[config.mk]
export PLATFORM = sky130hd
export DESIGN_NAME = sd_spi_responder
export DESIGN_NICKNAME = d
export VERILOG_FILES = /design/src/rtl/sd_spi_responder.sv
export SDC_FILE = /design/constraint.sdc
export NUM_CORES = 1
export LEC_CHECK = 0
export CAP_MARGIN = 20
export CORE_MARGIN = 10
export CORE_UTILIZATION = 28
export DETAILED_ROUTE_END_ITERATION = 10
export DONT_BUFFER_PORTS = 1
export GPL_TIMING_DRIVEN = 0
export HOLD_SLACK_MARGIN = 0.08
export PLACE_DENSITY = 0.5
export SLEW_MARGIN = 20
export SYNTH_ARGS = -nofsm -noshare
export SYNTH_HDL_FRONTEND = slang
export SYNTH_SLANG_ARGS = --single-unit
export TNS_END_PERCENT = 1
[constraint.sdc]
create_clock -name CLK_100MHZ -period 6.76 [get_ports CLK_100MHZ]
set_clock_uncertainty 0.2 [all_clocks]
set_input_delay 0.676 -clock CLK_100MHZ [delete_from_list [all_inputs] [get_ports CLK_100MHZ]]
set_output_delay 0.676 -clock CLK_100MHZ [all_outputs]
set_load 0.02 [all_outputs]
[src/rtl/sd_spi_responder.sv]
// sd_spi_responder: behavioural SD-card model seen from the SPI side.
// Accepts 6-byte SD commands on a mode-0 SPI link and answers CMD0, CMD8,
// CMD55, ACMD41 and CMD17 (512-byte single block read of a counting pattern).
// Every flop runs on CLK_100MHZ. The host sd_clk is only sampled, never used
// as a clock.
//
// Ports:
//   CLK_100MHZ  in   system clock
//   RESET       in   asynchronous, active-high reset
//   sd_clk      in   host SPI clock (mode 0, asynchronous, <= 12.5 MHz)
//   sd_cs       in   host chip select, active-low
//   sd_mosi     in   host -> card serial data
//   sd_miso     out  card -> host serial data
//   idle        out  card idle flag (R1 bit 0)
//   cmd_count   out  number of accepted commands, wraps at 256
//
// Build option: define SD_RESP_CRC16_EN to send a real CRC16-CCITT after the
// data block. Without it the two CRC bytes are 0xFF and no CRC logic exists.
`timescale 1ns/1ps

module sd_spi_responder #(
    parameter int ACMD41_BUSY_COUNT = 2,
    parameter int NCR_BYTES         = 1,
    parameter int NAC_BYTES         = 2
) (
    input  logic       CLK_100MHZ,
    input  logic       RESET,
    input  logic       sd_clk,
    input  logic       sd_cs,
    input  logic       sd_mosi,
    output logic       sd_miso,
    output logic       idle,
    output logic [7:0] cmd_count
);

    typedef enum logic [2:0] {
        S_IDLE, S_CMD, S_NCR, S_RESP, S_NAC, S_TOKEN, S_DATA, S_CRC
    } state_t;

    // Synchronizer bit order: {sd_clk, sd_cs, sd_mosi}; chip select resets deasserted
    localparam logic [2:0] SYNC_RST = 3'b010;

    logic [2:0]  meta_reg, sync_reg;
    logic        sclk_prev_reg;
    state_t      state_reg;
    logic [2:0]  bit_cnt_reg;
    logic [6:0]  rx_shift_reg;
    logic [7:0]  tx_shift_reg;
    logic [7:0]  cnt_reg;
    logic [8:0]  data_idx_reg;
    logic [5:0]  cmd_reg;
    logic [7:0]  arg_lo_reg;
    logic [31:0] resp_reg;
    logic [2:0]  resp_len_reg;
    logic        to_nac_reg;
    logic        app_reg;
    logic [7:0]  acmd_cnt_reg;
    logic        idle_reg;
    logic [7:0]  cmd_count_reg;
    logic        miso_reg;
`ifdef SD_RESP_CRC16_EN
    logic [15:0] crc_reg;

    // CRC16-CCITT (poly 0x1021), one whole byte per call, MSB first
    function automatic logic [15:0] crc16_byte(input logic [15:0] crc, input logic [7:0] d);
        logic [15:0] c;
        c = crc ^ {d, 8'h00};
        for (int k = 0; k < 8; k++) begin
            c = c[15] ? ({c[14:0], 1'b0} ^ 16'h1021) : {c[14:0], 1'b0};
        end
        return c;
    endfunction
`endif

    logic sclk_s, cs_s, mosi_s, sclk_rise, sclk_fall;
    logic [7:0] rx_byte;
    logic [7:0] data_next;

    assign sclk_s    = sync_reg[2];
    assign cs_s      = sync_reg[1];
    assign mosi_s    = sync_reg[0];
    assign sclk_rise = sclk_s & ~sclk_prev_reg;
    assign sclk_fall = ~sclk_s & sclk_prev_reg;
    assign rx_byte   = {rx_shift_reg, mosi_s};
    assign data_next = arg_lo_reg + data_idx_reg[7:0] + 8'd1;

    assign sd_miso   = miso_reg;
    assign idle      = idle_reg;
    assign cmd_count = cmd_count_reg;

    // Response decode for the command held in cmd_reg; applied when the last
    // NCR filler byte completes so the R1 byte is ready for the next falling edge.
    logic [7:0]  r1_c;
    logic [31:0] rest_c;
    logic [2:0]  len_c;
    logic        to_nac_c, idle_c;
    logic [7:0]  acmd_c;

    always_comb begin
        r1_c     = {5'b0, 1'b1, 1'b0, idle_reg};
        rest_c   = 32'hFFFF_FFFF;
        len_c    = 3'd1;
        to_nac_c = 1'b0;
        idle_c   = idle_reg;
        acmd_c   = acmd_cnt_reg;
        case (cmd_reg)
            6'd0: begin
                r1_c   = 8'h01;
                idle_c = 1'b1;
                acmd_c = 8'd0;
            end
            6'd8: begin
                r1_c   = {7'b0, idle_reg};
                len_c  = 3'd5;
                rest_c = {8'h00, 8'h00, 8'h01, arg_lo_reg};
            end
            6'd55: r1_c = {7'b0, idle_reg};
            6'd41: begin
                if (app_reg) begin
                    if (int'(acmd_cnt_reg) < ACMD41_BUSY_COUNT) begin
                        r1_c   = 8'h01;
                        acmd_c = acmd_cnt_reg + 8'd1;
                    end else begin
                        r1_c   = 8'h00;
                        idle_c = 1'b0;
                    end
                end
            end
            6'd17: begin
                if (!idle_reg) begin
                    r1_c     = 8'h00;
                    to_nac_c = 1'b1;
                end else begin
                    r1_c = 8'h05;
                end
            end
            default: ;
        endcase
    end

    always_ff @(posedge CLK_100MHZ or posedge RESET) begin
        if (RESET) begin
            meta_reg      <= SYNC_RST;
            sync_reg      <= SYNC_RST;
            sclk_prev_reg <= 1'b0;
            state_reg     <= S_IDLE;
            bit_cnt_reg   <= 3'd0;
            rx_shift_reg  <= 7'd0;
            tx_shift_reg  <= 8'd0;
            cnt_reg       <= 8'd0;
            data_idx_reg  <= 9'd0;
            cmd_reg       <= 6'd0;
            arg_lo_reg    <= 8'd0;
            resp_reg      <= 32'd0;
            resp_len_reg  <= 3'd0;
            to_nac_reg    <= 1'b0;
            app_reg       <= 1'b0;
            acmd_cnt_reg  <= 8'd0;
            idle_reg      <= 1'b1;
            cmd_count_reg <= 8'd0;
            miso_reg      <= 1'b1;
`ifdef SD_RESP_CRC16_EN
            crc_reg       <= 16'd0;
`endif
        end else begin
            meta_reg      <= {sd_clk, sd_cs, sd_mosi};
            sync_reg      <= meta_reg;
            sclk_prev_reg <= sclk_s;

            // Chip select wins over any clock edge seen in the same cycle
            if (cs_s) begin
                state_reg    <= S_IDLE;
                bit_cnt_reg  <= 3'd0;
                miso_reg     <= 1'b1;
                tx_shift_reg <= 8'hFF;
            end else if (sclk_rise) begin
                rx_shift_reg <= rx_byte[6:0];
                bit_cnt_reg  <= bit_cnt_reg + 3'd1;
                if (bit_cnt_reg == 3'd7) begin
                    // A byte just completed: pick the byte to shift out next
                    tx_shift_reg <= 8'hFF;
                    case (state_reg)
                        S_IDLE: begin
                            if (rx_byte[7:6] == 2'b01) begin
                                cmd_reg   <= rx_byte[5:0];
                                cnt_reg   <= 8'd0;
                                state_reg <= S_CMD;
                            end
                        end
                        S_CMD: begin
                            // Argument bytes arrive MSB first; only the low byte is needed
                            if (cnt_reg == 8'd3) arg_lo_reg <= rx_byte;
                            if (cnt_reg == 8'd4) begin
                                cmd_count_reg <= cmd_count_reg + 8'd1;
                                cnt_reg       <= 8'd0;
                                state_reg     <= S_NCR;
                            end else begin
                                cnt_reg <= cnt_reg + 8'd1;
                            end
                        end
                        S_NCR: begin
                            if (cnt_reg == 8'(NCR_BYTES - 1)) begin
                                state_reg    <= S_RESP;
                                cnt_reg      <= 8'd0;
                                tx_shift_reg <= r1_c;
                                resp_reg     <= rest_c;
                                resp_len_reg <= len_c;
                                to_nac_reg   <= to_nac_c;
                                idle_reg     <= idle_c;
                                acmd_cnt_reg <= acmd_c;
                                app_reg      <= (cmd_reg == 6'd55);
                            end else begin
                                cnt_reg <= cnt_reg + 8'd1;
                            end
                        end
                        S_RESP: begin
                            if (cnt_reg[2:0] == resp_len_reg - 3'd1) begin
                                cnt_reg   <= 8'd0;
                                state_reg <= to_nac_reg ? S_NAC : S_IDLE;
                            end else begin
                                cnt_reg      <= cnt_reg + 8'd1;
                                tx_shift_reg <= resp_reg[31:24];
                                resp_reg     <= {resp_reg[23:0], 8'hFF};
                            end
                        end
                        S_NAC: begin
                            if (cnt_reg == 8'(NAC_BYTES - 1)) begin
                                state_reg    <= S_TOKEN;
                                tx_shift_reg <= 8'hFE;
                            end else begin
                                cnt_reg <= cnt_reg + 8'd1;
                            end
                        end
                        S_TOKEN: begin
                            state_reg    <= S_DATA;
                            data_idx_reg <= 9'd0;
                            tx_shift_reg <= arg_lo_reg;
`ifdef SD_RESP_CRC16_EN
                            crc_reg      <= crc16_byte(16'd0, arg_lo_reg);
`endif
                        end
                        S_DATA: begin
                            if (data_idx_reg == 9'd511) begin
                                state_reg <= S_CRC;
                                cnt_reg   <= 8'd0;
`ifdef SD_RESP_CRC16_EN
                                tx_shift_reg <= crc_reg[15:8];
`endif
                            end else begin
                                data_idx_reg <= data_idx_reg + 9'd1;
                                tx_shift_reg <= data_next;
`ifdef SD_RESP_CRC16_EN
                                crc_reg      <= crc16_byte(crc_reg, data_next);
`endif
                            end
                        end
                        S_CRC: begin
                            if (cnt_reg == 8'd0) begin
                                cnt_reg <= 8'd1;
`ifdef SD_RESP_CRC16_EN
                                tx_shift_reg <= crc_reg[7:0];
`endif
                            end else begin
                                state_reg <= S_IDLE;
                            end
                        end
                        default: state_reg <= S_IDLE;
                    endcase
                end
            end else if (sclk_fall) begin
                // Mode 0: the card changes sd_miso on the falling edge
                miso_reg     <= (state_reg == S_IDLE) ? 1'b1 : tx_shift_reg[7];
                tx_shift_reg <= {tx_shift_reg[6:0], 1'b1};
            end
        end
    end

endmodule

**Word level (Yosys, flattened, before mapping)**

Index checks and enable logic that the tools add are counted.

- Register bits: 114
- Output and inout port bits: 10
- Logic and storage cells: 149

- Reduce and logical (&&, ||, !) cells: 25
- Equality and inequality tests: 37
- Mux-type cells: 54
- Bitwise gates (word level): 5
- Add/subtract/negate cells: 8
- Magnitude comparators: 1

Operators by type and width:

| kind | number |
|---|---|
| 8-bit 2-to-1 mux | 16 |
| 32-bit 2-to-1 mux | 3 |
| 32-bit case mux with 2 select lines | 1 |
| 8-bit case mux with 7 select lines | 1 |
| 3-bit 2-to-1 mux | 16 |
| 8-bit case mux with 5 select lines | 1 |
| 8-bit by 1-bit adder with 8-bit output (second input constant) | 4 |
| 5-bit AND reduction | 5 |
| 3-bit case mux with 8 select lines | 1 |
| 8-bit AND reduction | 3 |
| 2-bit != test (second input constant) | 11 |
| 3-bit != test (second input constant) | 7 |
| 9-bit case mux with 2 select lines | 1 |
| 8-bit case mux with 2 select lines | 1 |
| 3-bit == test (second input constant) | 5 |
| 6-bit == test (second input constant) | 2 |
| 3-bit case mux with 4 select lines | 1 |
| 2-bit nonzero test | 6 |
| 1-bit 2-to-1 mux | 10 |
| 9-bit by 1-bit adder with 9-bit output (second input constant) | 1 |
| 9-bit == test (second input constant) | 1 |
| 9-bit 2-to-1 mux | 1 |
| 9-bit AND reduction | 1 |
| 8-bit adder | 1 |
| other kinds (24) | 30 |

**Logic depth before layout (Yosys ltp)**

Gate-level depths: netlist of the first run.

- Depth after elaboration: 9
- Gate-level depth with buffers: 11
- Mapped depth without buffers: 10

**Worst setup path before layout of the first run**

OpenSTA, ideal clock, no wires.

- Kind: register to register
- Start: reg data_idx_reg[1]
- End: reg cnt_reg[6]
- Cell stages (with the launch flop): 11
- Setup slack: 3.826 ns
- Buffers on the path: 1
- Arrival time: 2.608 ns
- Data required time: 6.434 ns
- Cells stage by stage: dfrtp_1 > ha_1 > and3_1 > and3_1 > and3_1 > ha_1 > clkbuf_1 > a2bb2oi_1 > nor2_1 > or4_4 > a221o_1

- Word-level cells in the longest chain between the ends: 3

Ends and longest elaborated chain:

| what | RTL line | text |
|---|---|---|
| start: declaration | 50 | `logic [8:0] data_idx_reg;` |
| start signal: assignment | 250 | `data_idx_reg <= data_idx_reg + 9'd1;` |
| 9-bit == test | 243 | `if (data_idx_reg == 9'd511) begin` |
| 2-bit != test (no line) | -- |  |
| 8-bit AND reduction (no line) | -- |  |
| end signal: assignment | 213 | `cnt_reg <= cnt_reg + 8'd1;` |
| end signal: assignment | 221 | `cnt_reg <= cnt_reg + 8'd1;` |
| end signal: assignment | 231 | `cnt_reg <= cnt_reg + 8'd1;` |
| end: declaration | 49 | `logic [7:0] cnt_reg;` |

Every way passes these cells.
A chain may end at the register's enable or synchronous reset.

**Worst setup path in the final report of the first run**

- Start: reg data_idx_reg[1]
- End: reg cnt_reg[3]

Same word-level chain as after synthesis.

==> results by group, run 1 <==
STA
  – Minimum clock period: 3690 ps
  – RSZ-0062 raised after global routing: false
  – FMAX: 271 MHz
  – Worst rel slew slack: 33.4%
  – Setup_tns: 0 ps
  – Tcrit/Tclk final: 54.6%
  – Pins Over Slew Limit: 0
  – Final Hold Fails: 0
  – Setup Viol. Count Final: 0
  – Slew @ Worst Pin: 992 ps

Cells and area
  – Share of layout cells above drive strength 1: 9.80%
  – Non-Filler Instances: 923
  – Synth-to-Final Area Change: 18.4%
  – Multi-input combinational cell area: 0.00277 mm^2
  – Net count, final: 662
  – N_diodes: 0
  – Largest register FFs: 32
  – Filler Cell Count: 2053
  – Register area: 0.00283 mm^2

Global route
  – GR Util All Layers: 11.1%
  – Antenna violations before repair: 0
  – Largest net degree at the start of global routing: 62
  – GRT overflow: 0
  – Number of global-route vias before repair: 4620
  – First-pass GRT wire length: 23800 um

Synth
  – Syn nets: 638
  – Post-synth top cells: dfrtp_1, o21ai_0, nand2_1
  – Most common cell in the synthesized netlist: dfrtp_1
  – Unique cell type count in the Yosys netlist: 61
  – Mapped Area: 0.00577 mm^2
  – Top cells by area, synth: dfrtp_1, o21ai_0, nand2_1, ha_1, mux2_2
  – Synth Register Bits: 113
  – Post-Syn Area per Cell: 9.37 um^2
  – Register area share after synthesis: 49.1%
  – Syn. warnings: 0
  – Post-Syn Instances: 616
  – Cell taking the most area after synthesis: dfrtp_1
  – EDFF count, synth: 0
  – Top FF cell, synth: dfrtp_1
  – FFs w/ async S/R, synth: 100%
  – Synth top area share: 47.2%

Die
  – Die height: 164 um
  – Die X: 164 um
  – I/O pins: 15
  – Die Area: 0.0268 mm^2
  – Initial Util: 28.5%
  – Core area: 0.0202 mm^2
  – # rows: 52

Clocking
  – Clk sink count: 113
  – CTS tree: built
  – Root Driver: clkbuf_16
  – Quantity of hold-fixing buffers added after cts: 4
  – Num CTS Buffers: 17
  – Clk slew on worst S/H paths: 60 ps
  – H-tree Lvls: 4
  – Post-CTS setup buffers: 0
  – Clock Tree Buf Depth: 2
  – Post-CTS Resized: 0
  – Clk Latency, worst-skew pair: 420 ps

Critical path
  – FF-to-FF setup slack: 3070 ps
  – FF-to-FF path depth: 11
  – Worst Path Arrival: 3800 ps
  – Setup crit start kind: register
  – Critical R2R Launch: data_idx_reg[1]$_DFFE_PP0P_
  – Crit Path Max Fanout: 9
  – CP Class: register to register
  – CP Capture Type: register
  – Crit Reg-Reg Endpoint: cnt_reg[3]$_DFFE_PP0P_
  – CP Data Required Time: 6870 ps

Detailed routing
  – Routed vias: 4665
  – Drt drc: 0
  – Met2 WL: 6730 um
  – Final ANT Viol Nets: 0
  – Met1 wire length: 6620 um
  – DR pass1 iterations: 5
  – Max Used Layer: met4
  – Final WL: 14400 um
  – Routed length on met3: 735 um
  – Wire per inst: 15.6 um
  – Vias per inst: 5.05
  – Number of DRC markers in iteration 0: 349

Power
  – Leak pwr: 3.02 nW
  – PwrDens: 254 mW/mm^2
  – Worst VDD drop: 0.000153 V

Min path
  – Hold Path Class: register to register
  – Hold Path End: sync_reg[0]$_DFF_PP0_
  – WHS Path Cells: 0
  – Hold path startpoint: meta_reg[0]$_DFF_PP0_

Place
  – Placed Cells: 887
  – Global placement routability congestion: 0.858
  – Number of I/O port buffers: 0
  – Post-DP HPWL: 10300 um

Run status
  – Status: complete, no violations

Run
  – Max cap viols: 0
-- per-layer routing --
| layer | vias to the layer above | global-route usage (%) |
|---|---|---|
| li1 | 2253 | - |
| met1 | 2267 | 14.1 |
| met2 | 125 | 17.1 |
| met3 | 20 | 2.92 |
| met4 | 0 | 5.32 |
| met5 | - | 0 |
-- critical path, cell delays in order, from the launching register on --
cell       delay (ps)
dfrtp_1           420
ha_1              210
and3_1            210
and3_1            220
and3_1            180
ha_1              150
clkbuf_1          360
a2bb2oi_1         340
nor2_1            100
nor4_1            700
o21ai_0           220
a22o_1            270
-- stage by stage --
step	total power, mW	setup WS [ps]	hold slack [ps]	utilization [%]	area [um^2]
2_1_floorplan	0.748	2900	131	-	5770
3_3_place_gp	0.763	1710	142	30.2	6110
3_5_place_dp	0.768	3200	146	30.4	6150
4_1_cts	1.76	3190	159	33.8	6840
5_1_grt	1.80	2990	163	33.8	6840
6_report	1.74	3070	156	33.8	6840
-- layout make-up --
type                       instances  area share, %
inverter                          16          0.952
multi-input combinational        455           40.5
tap                              270           4.94
clock inverter                    14           2.97
buffer                            32           1.76
timing repair buffer               5          0.988
sequential                       113           41.4
clock buffer                      18           6.43
-- kinds of logic (layout without fill, tap and decap cells) --
logic type,after synthesis,count (layout),synth area share [%]
adder cells (fa/ha/maj),17,17,3.81
multiplexers,22,22,4.16
AO/OA/AOI/OAI,166,166,17.7
buffers and inverters,48,85,3.12
XOR/XNOR,12,12,1.82
AND/OR/NAND/NOR,238,238,20.3
flip-flops,113,113,49.1
-- worst max-delay path by stage --
| stage | from | end | slack (ps) | cells past startpoint |
|---|---|---|---|---|
| 4_1_cts | data_idx_reg[1]$_DFFE_PP0P_ | cnt_reg[3]$_DFFE_PP0P_ | 3190 | 11 |
| 6_report | data_idx_reg[1]$_DFFE_PP0P_ | cnt_reg[3]$_DFFE_PP0P_ | 3070 | 11 |
| 5_1_grt | data_idx_reg[1]$_DFFE_PP0P_ | cnt_reg[5]$_DFFE_PP0P_ | 2990 | 11 |
| 3_3_place_gp | RESET | data_idx_reg[1]$_DFFE_PP0P_ | 1710 | 1 |
| 2_1_floorplan | RESET | acmd_cnt_reg[0]$_DFFE_PP0P_ | 2900 | 1 |
| 3_5_place_dp | data_idx_reg[1]$_DFFE_PP0P_ | cnt_reg[3]$_DFFE_PP0P_ | 3200 | 11 |
-- placed cells by master (no fill, tap or decap), types with 7 or more instances in the layout --
master     instances
mux2_2            16
o21ai_0           91
nor2b_1           10
a22o_1             7
a21oi_1           16
nand3_1           12
clkbuf_16         17
clkbuf_1          30
nor3_1            11
nand2_1           87
xnor2_1            8
nor4_1             9
or3_1              8
nor2_1            47
and3_1            10
dfrtp_1          109
ha_1              16
nand2b_1          14
inv_1             15
-- where the power goes --
group	internal, mW	switching (mW)	leakage [nW]
registers	0.693	0.0159	1.52
clock network	0.632	0.348	0.312
logic	0.0153	0.0317	1.20
total	1.34	0.395	3.02
Note: power is estimated with default switching activity, not from simulation.
==> run 2: changes to the inputs <==
==> constraint.sdc (replaced) <==
create_clock -name CLK_100MHZ -period 3.4 [get_ports CLK_100MHZ]
set_clock_uncertainty 0.2 [all_clocks]
set_input_delay 0.34 -clock CLK_100MHZ [delete_from_list [all_inputs] [get_ports CLK_100MHZ]]
set_output_delay 0.34 -clock CLK_100MHZ [all_outputs]
set_load 0.02 [all_outputs]
==> results by group, run 2 (synthesis gave the netlist of run 1 again) <==
Clocking
  – Clk sink count: 113 (unchanged)
  – Clk Latency, worst-skew pair: 420 ps (about the same)
  – Root Driver: clkbuf_16 (unchanged)
  – CTS tree: built (unchanged)
  – Num CTS Buffers: 17 (unchanged)
  – H-tree Lvls: 4 (unchanged)
  – Clk slew on worst S/H paths: 50 ps (was 60 ps)
  – Clock Tree Buf Depth: 2 (unchanged)

Power
  – PwrDens: 493 mW/mm^2 (was 254 mW/mm^2)
  – Logic pwr share: 3.2% (was 2.7%)
  – Leak pwr: 3.05 nW (was 3.02 nW)
  – Net switching power: 0.741 mW (was 0.395 mW)
  – Power Internal: 2.68 mW (was 1.34 mW)
  – Worst VDD drop: 0.000204 V (was 0.000153 V)
  – Seq pwr share: 41.2% (was 40.8%)
  – Power share of the clock group: 55.7% (was 56.4%)
  – Sw Share: 21.6% (was 22.8%)

Min path
  – Hold path startpoint: meta_reg[0]$_DFF_PP0_ (unchanged)
  – Hold Path Class: register to register (unchanged)
  – Hold Path End: sync_reg[0]$_DFF_PP0_ (unchanged)
  – WHS Path Cells: 0 (unchanged)

STA
  – Minimum clock period: 3200 ps (was 3690 ps)
  – Pins Over Slew Limit: 0 (unchanged)
  – FMAX: 312 MHz (was 271 MHz)
  – Setup Viol. Count Final: 0 (unchanged)
  – Hold_ws: 151 ps (was 156 ps)
  – RSZ-0062 raised after global routing: false (unchanged)
  – Worst Slack Setup Final: 196 ps (was 3070 ps)
  – Final Hold Fails: 0 (unchanged)
  – Slew @ Worst Pin: 803 ps (was 992 ps)
  – Tcrit/Tclk final: 94.2% (was 54.6%)
  – Setup_tns: 0 ps (unchanged)
  – Worst rel slew slack: 46.0% (was 33.4%)

Critical path
  – CP Data Required Time: 3500 ps (was 6870 ps)
  – CP Class: register to register (unchanged)
  – Worst Path Arrival: 3300 ps (was 3800 ps)
  – FF-to-FF path depth: 5 (was 11)
  – CP Capture Type: register (unchanged)
  – Crit Reg-Reg Endpoint: acmd_cnt_reg[0]$_DFFE_PP0P_ (was cnt_reg[3]$_DFFE_PP0P_)
  – Critical R2R Launch: cnt_reg[3]$_DFFE_PP0P_ (was data_idx_reg[1]$_DFFE_PP0P_)
  – Crit Path Max Fanout: 10 (was 9)
  – FF-to-FF setup slack: 200 ps (was 3070 ps)
  – Setup crit start kind: register (unchanged)

Run
  – Max cap viols: 0 (unchanged)

Cells and area
  – Most frequent cells in the layout: dfrtp_1, o21ai_0, nand2_1 (unchanged)
  – Final core occ: 34.3% (was 33.8%)
  – N_diodes: 0 (unchanged)
  – Design Area, Final: 0.00694 mm^2 (was 0.00684 mm^2)
  – Share of layout cells above drive strength 1: 11.6% (was 9.80%)
  – Net count, final: 666 (was 662)
  – Synth-to-Final Area Change: 20.2% (was 18.4%)
  – Commonest non-fill, non-tap cell in the layout: dfrtp_1 (unchanged)
  – Largest register FFs: 32 (unchanged)

Global route
  – Antenna violations before repair: 0 (unchanged)
  – GR Util All Layers: 11.6% (was 11.1%)
  – Number of global-route vias before repair: 4755 (was 4620)
  – Largest net degree at the start of global routing: 34 (was 62)
  – First-pass GRT wire length: 24900 um (was 23800 um)
  – GRT overflow: 0 (unchanged)

Die
  – Core area: 0.0202 mm^2 (unchanged)
  – Initial Util: 28.5% (unchanged)
  – # rows: 52 (unchanged)
  – Die height: 164 um (unchanged)
  – I/O pins: 15 (unchanged)
  – Die Area: 0.0268 mm^2 (unchanged)
  – Die X: 164 um (unchanged)

Place
  – DP Worst Slack: -224 ps (was 3200 ps)
  – Number of I/O port buffers: 0 (unchanged)
  – Post-DP HPWL: 10700 um (was 10300 um)
  – Area of placed instances: 0.00622 mm^2 (was 0.00615 mm^2)
  – Global placement routability congestion: 0.887 (was 0.858)

Detailed routing
  – Routed vias: 4661 (was 4665)
  – Drt drc: 0 (unchanged)
  – Final WL: 14600 um (was 14400 um)
  – Wire per inst: 15.7 um (was 15.6 um)
  – Number of DRC markers in iteration 0: 226 (was 349)
  – Final ANT Viol Nets: 0 (unchanged)
  – DR pass1 iterations: 5 (unchanged)
  – Vias per inst: 5.03 (was 5.05)

Run status
  – Status: complete, no violations (unchanged)
[run 2: per-layer routing]
layer	GRT usage, %	vias to the layer above	part of all wire (%)
li1	-	2256	-
met1	15.1	2279	48
met2	17.6	108	46
met3	3.50	18	4.6
met4	4.26	0	1.7
met5	0	-	0
[run 2: metrics by stage]
stage | total power [mW] | instances
floorplan | 1.49 | 616
global placement | 1.52 | 886
detailed placement | 1.54 | 890
CTS | 3.46 | 926
global route | 3.54 | 927
finish | 3.42 | 927
[run 2: worst max-delay path, cell delays in order, from the launching register on]
cell	delay, ps
dfrtp_1	420
or3_4	430
nor4_1	680
nand3_1	530
nor2_2	450
mux2_2	380
[run 2: power groups by stage]
| stage | registers, mW | logic [mW] | clock network (mW) |
|---|---|---|---|
| 4_1_cts | 1.41 | 0.110 | 1.94 |
| 3_5_place_dp | 1.43 | 0.104 | 0 |
| 2_1_floorplan | 1.42 | 0.0669 | 0 |
| 5_1_grt | 1.41 | 0.125 | 2.01 |
| 3_3_place_gp | 1.43 | 0.0867 | 0 |
| 6_report | 1.41 | 0.108 | 1.90 |
[run 2: timing repair]
action                                 4_1_cts  5_1_grt
hold buffers                                 4        0
gates resized for setup                      3        6
endpoints found under the hold margin       36        0
buffers inserted                             0        1
setup endpoints to repair                    9       10
[run 2: worst max path at each step]
stage                                startpoint                           to  slack (ps)  depth (start not counted)
finish                   cnt_reg[3]$_DFFE_PP0P_  acmd_cnt_reg[0]$_DFFE_PP0P_         200                          5
global route        data_idx_reg[0]$_DFFE_PP0P_  tx_shift_reg[6]$_DFFE_PP0P_          20                         11
floorplan           data_idx_reg[1]$_DFFE_PP0P_       cnt_reg[6]$_DFFE_PP0P_         470                         10
CTS                 data_idx_reg[1]$_DFFE_PP0P_  tx_shift_reg[6]$_DFFE_PP0P_         110                         11
detailed placement  data_idx_reg[1]$_DFFE_PP0P_       cnt_reg[4]$_DFFE_PP0P_        -220                         11
global placement    data_idx_reg[1]$_DFFE_PP0P_       cnt_reg[5]$_DFFE_PP0P_        -150                         11
[run 2: area by class of cell]
cell class | count | area (um^2)
clock inverters | 13 | 184
plain buffers | 32 | 124
inverters | 16 | 67.6
well taps | 270 | 338
multi-input cells | 455 | 2800
flip-flops and latches | 113 | 2830
repair buffers | 9 | 143
fillers | 2002 | 13300
clock buffers | 19 | 453
==> run 3: changes to the inputs <==
--- a/config.mk
+++ b/config.mk
@@ -5,12 +5,13 @@
 export SDC_FILE = /design/constraint.sdc
 export NUM_CORES = 1
 export LEC_CHECK = 0
+export ABC_AREA = 1
 export CAP_MARGIN = 20
 export CORE_MARGIN = 10
 export CORE_UTILIZATION = 28
 export DETAILED_ROUTE_END_ITERATION = 10
 export DONT_BUFFER_PORTS = 1
-export GPL_TIMING_DRIVEN = 0
+export GPL_ROUTABILITY_DRIVEN = 0
 export HOLD_SLACK_MARGIN = 0.08
 export PLACE_DENSITY = 0.5
 export SLEW_MARGIN = 20
==> results by group, run 3 <==
Synth
  – Post-synth top cells: nand2_1, dfrtp_1, inv_1 (was dfrtp_1, o21ai_0, nand2_1)
  – Top FF cell, synth: dfrtp_1 (unchanged)
  – Unique cell type count in the Yosys netlist: 40 (was 61)
  – Cell taking the most area after synthesis: dfrtp_1 (unchanged)
  – Post-Syn Instances: 802 (was 616)
  – EDFF count, synth: 0 (unchanged)
  – Synth Register Bits: 113 (unchanged)
  – Top cells by area, synth: dfrtp_1, nand2_1, inv_1, nor2_1, o21ai_0 (was dfrtp_1, o21ai_0, nand2_1, ha_1, mux2_2)
  – Register area share after synthesis: 46.4% (was 49.1%)
  – Most common cell in the synthesized netlist: nand2_1 (was dfrtp_1)
  – Syn nets: 824 (was 638)
  – Syn. warnings: 0 (unchanged)
  – Mapped Area: 0.00610 mm^2 (was 0.00577 mm^2)
  – Synth top area share: 44.7% (was 47.2%)
  – Post-Syn Area per Cell: 7.61 um^2 (was 9.37 um^2)
  – FFs w/ async S/R, synth: 100% (unchanged)

Global route
  – Number of global-route vias before repair: 4928 (was 4755)
  – Antenna violations before repair: 0 (unchanged)
  – Largest net degree at the start of global routing: 65 (was 34)
  – GRT overflow: 0 (unchanged)
  – First-pass GRT wire length: 26100 um (was 24900 um)
  – GR Util All Layers: 11.3% (was 11.6%)

Detailed routing
  – Drt drc: 0 (unchanged)
  – Number of DRC markers in iteration 0: 229 (was 226)
  – Vias per inst: 4.56 (was 5.03)
  – Routed vias: 5016 (was 4661)
  – Final WL: 15100 um (was 14600 um)
  – Wire per inst: 13.7 um (was 15.7 um)
  – Final ANT Viol Nets: 0 (unchanged)
  – DR pass1 iterations: 4 (was 5)

Clocking
  – H-tree Lvls: 4 (unchanged)
  – Clk slew on worst S/H paths: 50 ps (about the same)
  – CTS tree: built (unchanged)
  – Root Driver: clkbuf_16 (unchanged)
  – Post-CTS setup buffers: 0 (unchanged)
  – Clk Latency, worst-skew pair: 420 ps (about the same)
  – Clk sink count: 113 (unchanged)
  – Quantity of hold-fixing buffers added after cts: 4 (unchanged)
  – Clock Tree Buf Depth: 2 (unchanged)
  – Num CTS Buffers: 17 (unchanged)
  – Post-CTS Resized: 0 (was 3)

Critical path
  – CP Class: register to register (unchanged)
  – Crit Reg-Reg Endpoint: cnt_reg[5]$_DFFE_PP0P_ (was acmd_cnt_reg[0]$_DFFE_PP0P_)
  – Worst Path Arrival: 2620 ps (was 3300 ps)
  – Critical R2R Launch: data_idx_reg[1]$_DFFE_PP0P_ (was cnt_reg[3]$_DFFE_PP0P_)
  – Setup crit start kind: register (unchanged)
  – FF-to-FF setup slack: 940 ps (was 200 ps)
  – CP Capture Type: register (unchanged)
  – Crit Path Max Fanout: 11 (was 10)
  – FF-to-FF path depth: 14 (was 5)
  – CP Data Required Time: 3560 ps (was 3500 ps)

Place
  – Area of placed instances: 0.00640 mm^2 (was 0.00622 mm^2)
  – DP Worst Slack: 973 ps (was -224 ps)
  – Post-DP HPWL: 11000 um (was 10700 um)
  – Placed Cells: 1063 (was 890)
  – Number of I/O port buffers: 0 (unchanged)

Die
  – Die Area: 0.0281 mm^2 (was 0.0268 mm^2)
  – Die height: 168 um (was 164 um)
  – I/O pins: 15 (unchanged)
  – # rows: 53 (was 52)
  – Initial Util: 28.8% (was 28.5%)
  – Core area: 0.0212 mm^2 (was 0.0202 mm^2)
  – Die X: 168 um (was 164 um)

Power
  – Design Power: 3.35 mW (was 3.42 mW)
  – Leak pwr: 3.50 nW (was 3.05 nW)
  – Worst VDD drop: 0.000326 V (was 0.000204 V)
  – PwrDens: 475 mW/mm^2 (was 493 mW/mm^2)

Cells and area
  – N_diodes: 0 (unchanged)
  – Register area: 0.00283 mm^2 (about the same)
  – Net count, final: 833 (was 666)
  – Synth-to-Final Area Change: 15.6% (was 20.2%)
  – Non-Filler Instances: 1099 (was 927)
  – Filler Cell Count: 2277 (was 2002)
  – Multi-input combinational cell area: 0.00278 mm^2 (was 0.00280 mm^2)
  – Final core occ: 33.3% (was 34.3%)
  – Design Area, Final: 0.00706 mm^2 (was 0.00694 mm^2)
  – Commonest non-fill, non-tap cell in the layout: nand2_1 (was dfrtp_1)
  – Most frequent cells in the layout: nand2_1, dfrtp_1, inv_1 (was dfrtp_1, o21ai_0, nand2_1)
  – Share of layout cells above drive strength 1: 8.13% (was 11.6%)
  – Largest register FFs: 32 (unchanged)

STA
  – Hold_ws: 147 ps (was 151 ps)
  – Final Hold Fails: 0 (unchanged)
  – Pins Over Slew Limit: 0 (unchanged)
  – Minimum clock period: 2460 ps (was 3200 ps)
  – FMAX: 406 MHz (was 312 MHz)
  – Setup Viol. Count Final: 0 (unchanged)
  – Tcrit/Tclk final: 72.4% (was 94.2%)
  – RSZ-0062 raised after global routing: false (unchanged)
  – Setup_tns: 0 ps (unchanged)
  – Worst Slack Setup Final: 937 ps (was 196 ps)
  – Worst rel slew slack: 62.8% (was 46.0%)
  – Slew @ Worst Pin: 557 ps (was 803 ps)

Min path
  – Hold Path End: sync_reg[0]$_DFF_PP0_ (unchanged)
  – Hold Path Class: register to register (unchanged)
  – Hold path startpoint: meta_reg[0]$_DFF_PP0_ (unchanged)
  – WHS Path Cells: 0 (unchanged)

Run status
  – Status: complete, no violations (unchanged)

Run
  – Max cap viols: 0 (unchanged)
## run 3: cell count changes after synthesis, sizes merged, moves of 10 or more
cell / before / now
nand2: 87 / 211
inv: 16 / 102
nor2: 49 / 103
nand3: 12 / 60
a21oi: 16 / 45
clkbuf: 30 / 9
o21ai: 91 / 72
mux2: 16 / 2
nand2b: 14 / 0
nand4: 5 / 18
and3: 10 / 0
nor2b: 10 / 0
## run 3: worst max-delay path by stage
stage	startpoint	endpoint	slack, ps	depth (start not counted)
floorplan	data_idx_reg[1]$_DFFE_PP0P_	cnt_reg[5]$_DFFE_PP0P_	1270	14
global placement	sclk_prev_reg$_DFF_PP0_	arg_lo_reg[7]$_DFFE_PP0P_	1030	9
detailed placement	sclk_prev_reg$_DFF_PP0_	arg_lo_reg[7]$_DFFE_PP0P_	970	9
CTS	sclk_prev_reg$_DFF_PP0_	arg_lo_reg[0]$_DFFE_PP0P_	940	9
global route	sclk_prev_reg$_DFF_PP0_	arg_lo_reg[0]$_DFFE_PP0P_	650	9
finish	data_idx_reg[1]$_DFFE_PP0P_	cnt_reg[5]$_DFFE_PP0P_	940	14
## run 3: final cells by class
class | instances | area share (%)
inverters | 102 | 5.48
well taps | 275 | 4.88
repair buffers | 10 | 1.38
clock buffers | 19 | 6.42
flip-flops and latches | 113 | 40.1
clock inverters | 13 | 2.27
multi-input cells | 567 | 39.4
## run 3: critical path: stages, from the launching register on
cell     delay [ps]
dfrtp_1         400
ha_1            220
nand3_1         120
nor3_1          170
ha_1            220
nor2_1           90
nor2_2          170
nand2_1         110
nor2_2          190
nand2_2         120
inv_2           180
nand2_1          70
nand2_1          60
nand2_1          50
inv_1            40
## run 3: layer usage
layer / track usage, % / wire length [um] / part of all wire [%]
met1: 15.3 / 7560 / 50
met2: 16.9 / 6710 / 44
met3: 3.14 / 560 / 3.7
met5: 0 / 0 / 0
met4: 4.16 / 254 / 1.7
## run 3: cells by family after synthesis
kind of cell	Yosys count	share of synthesized area (%)
xor gates and xnor gates	12	1.72
buffers and inverters	122	8.01
and+or+nand+nor	407	28.6
DFF	113	46.4
AOI/OAI and AO/OA	129	11.3
adders and majority gates	17	3.61
muxes	2	0.369
## run 3: power breakdown
part	total (mW)	internal, mW	switching [mW]	leakage, nW
sequential	1.40	1.38	0.0210	1.52
combinational	0.103	0.0256	0.0774	1.70
clock	1.84	1.19	0.656	0.287
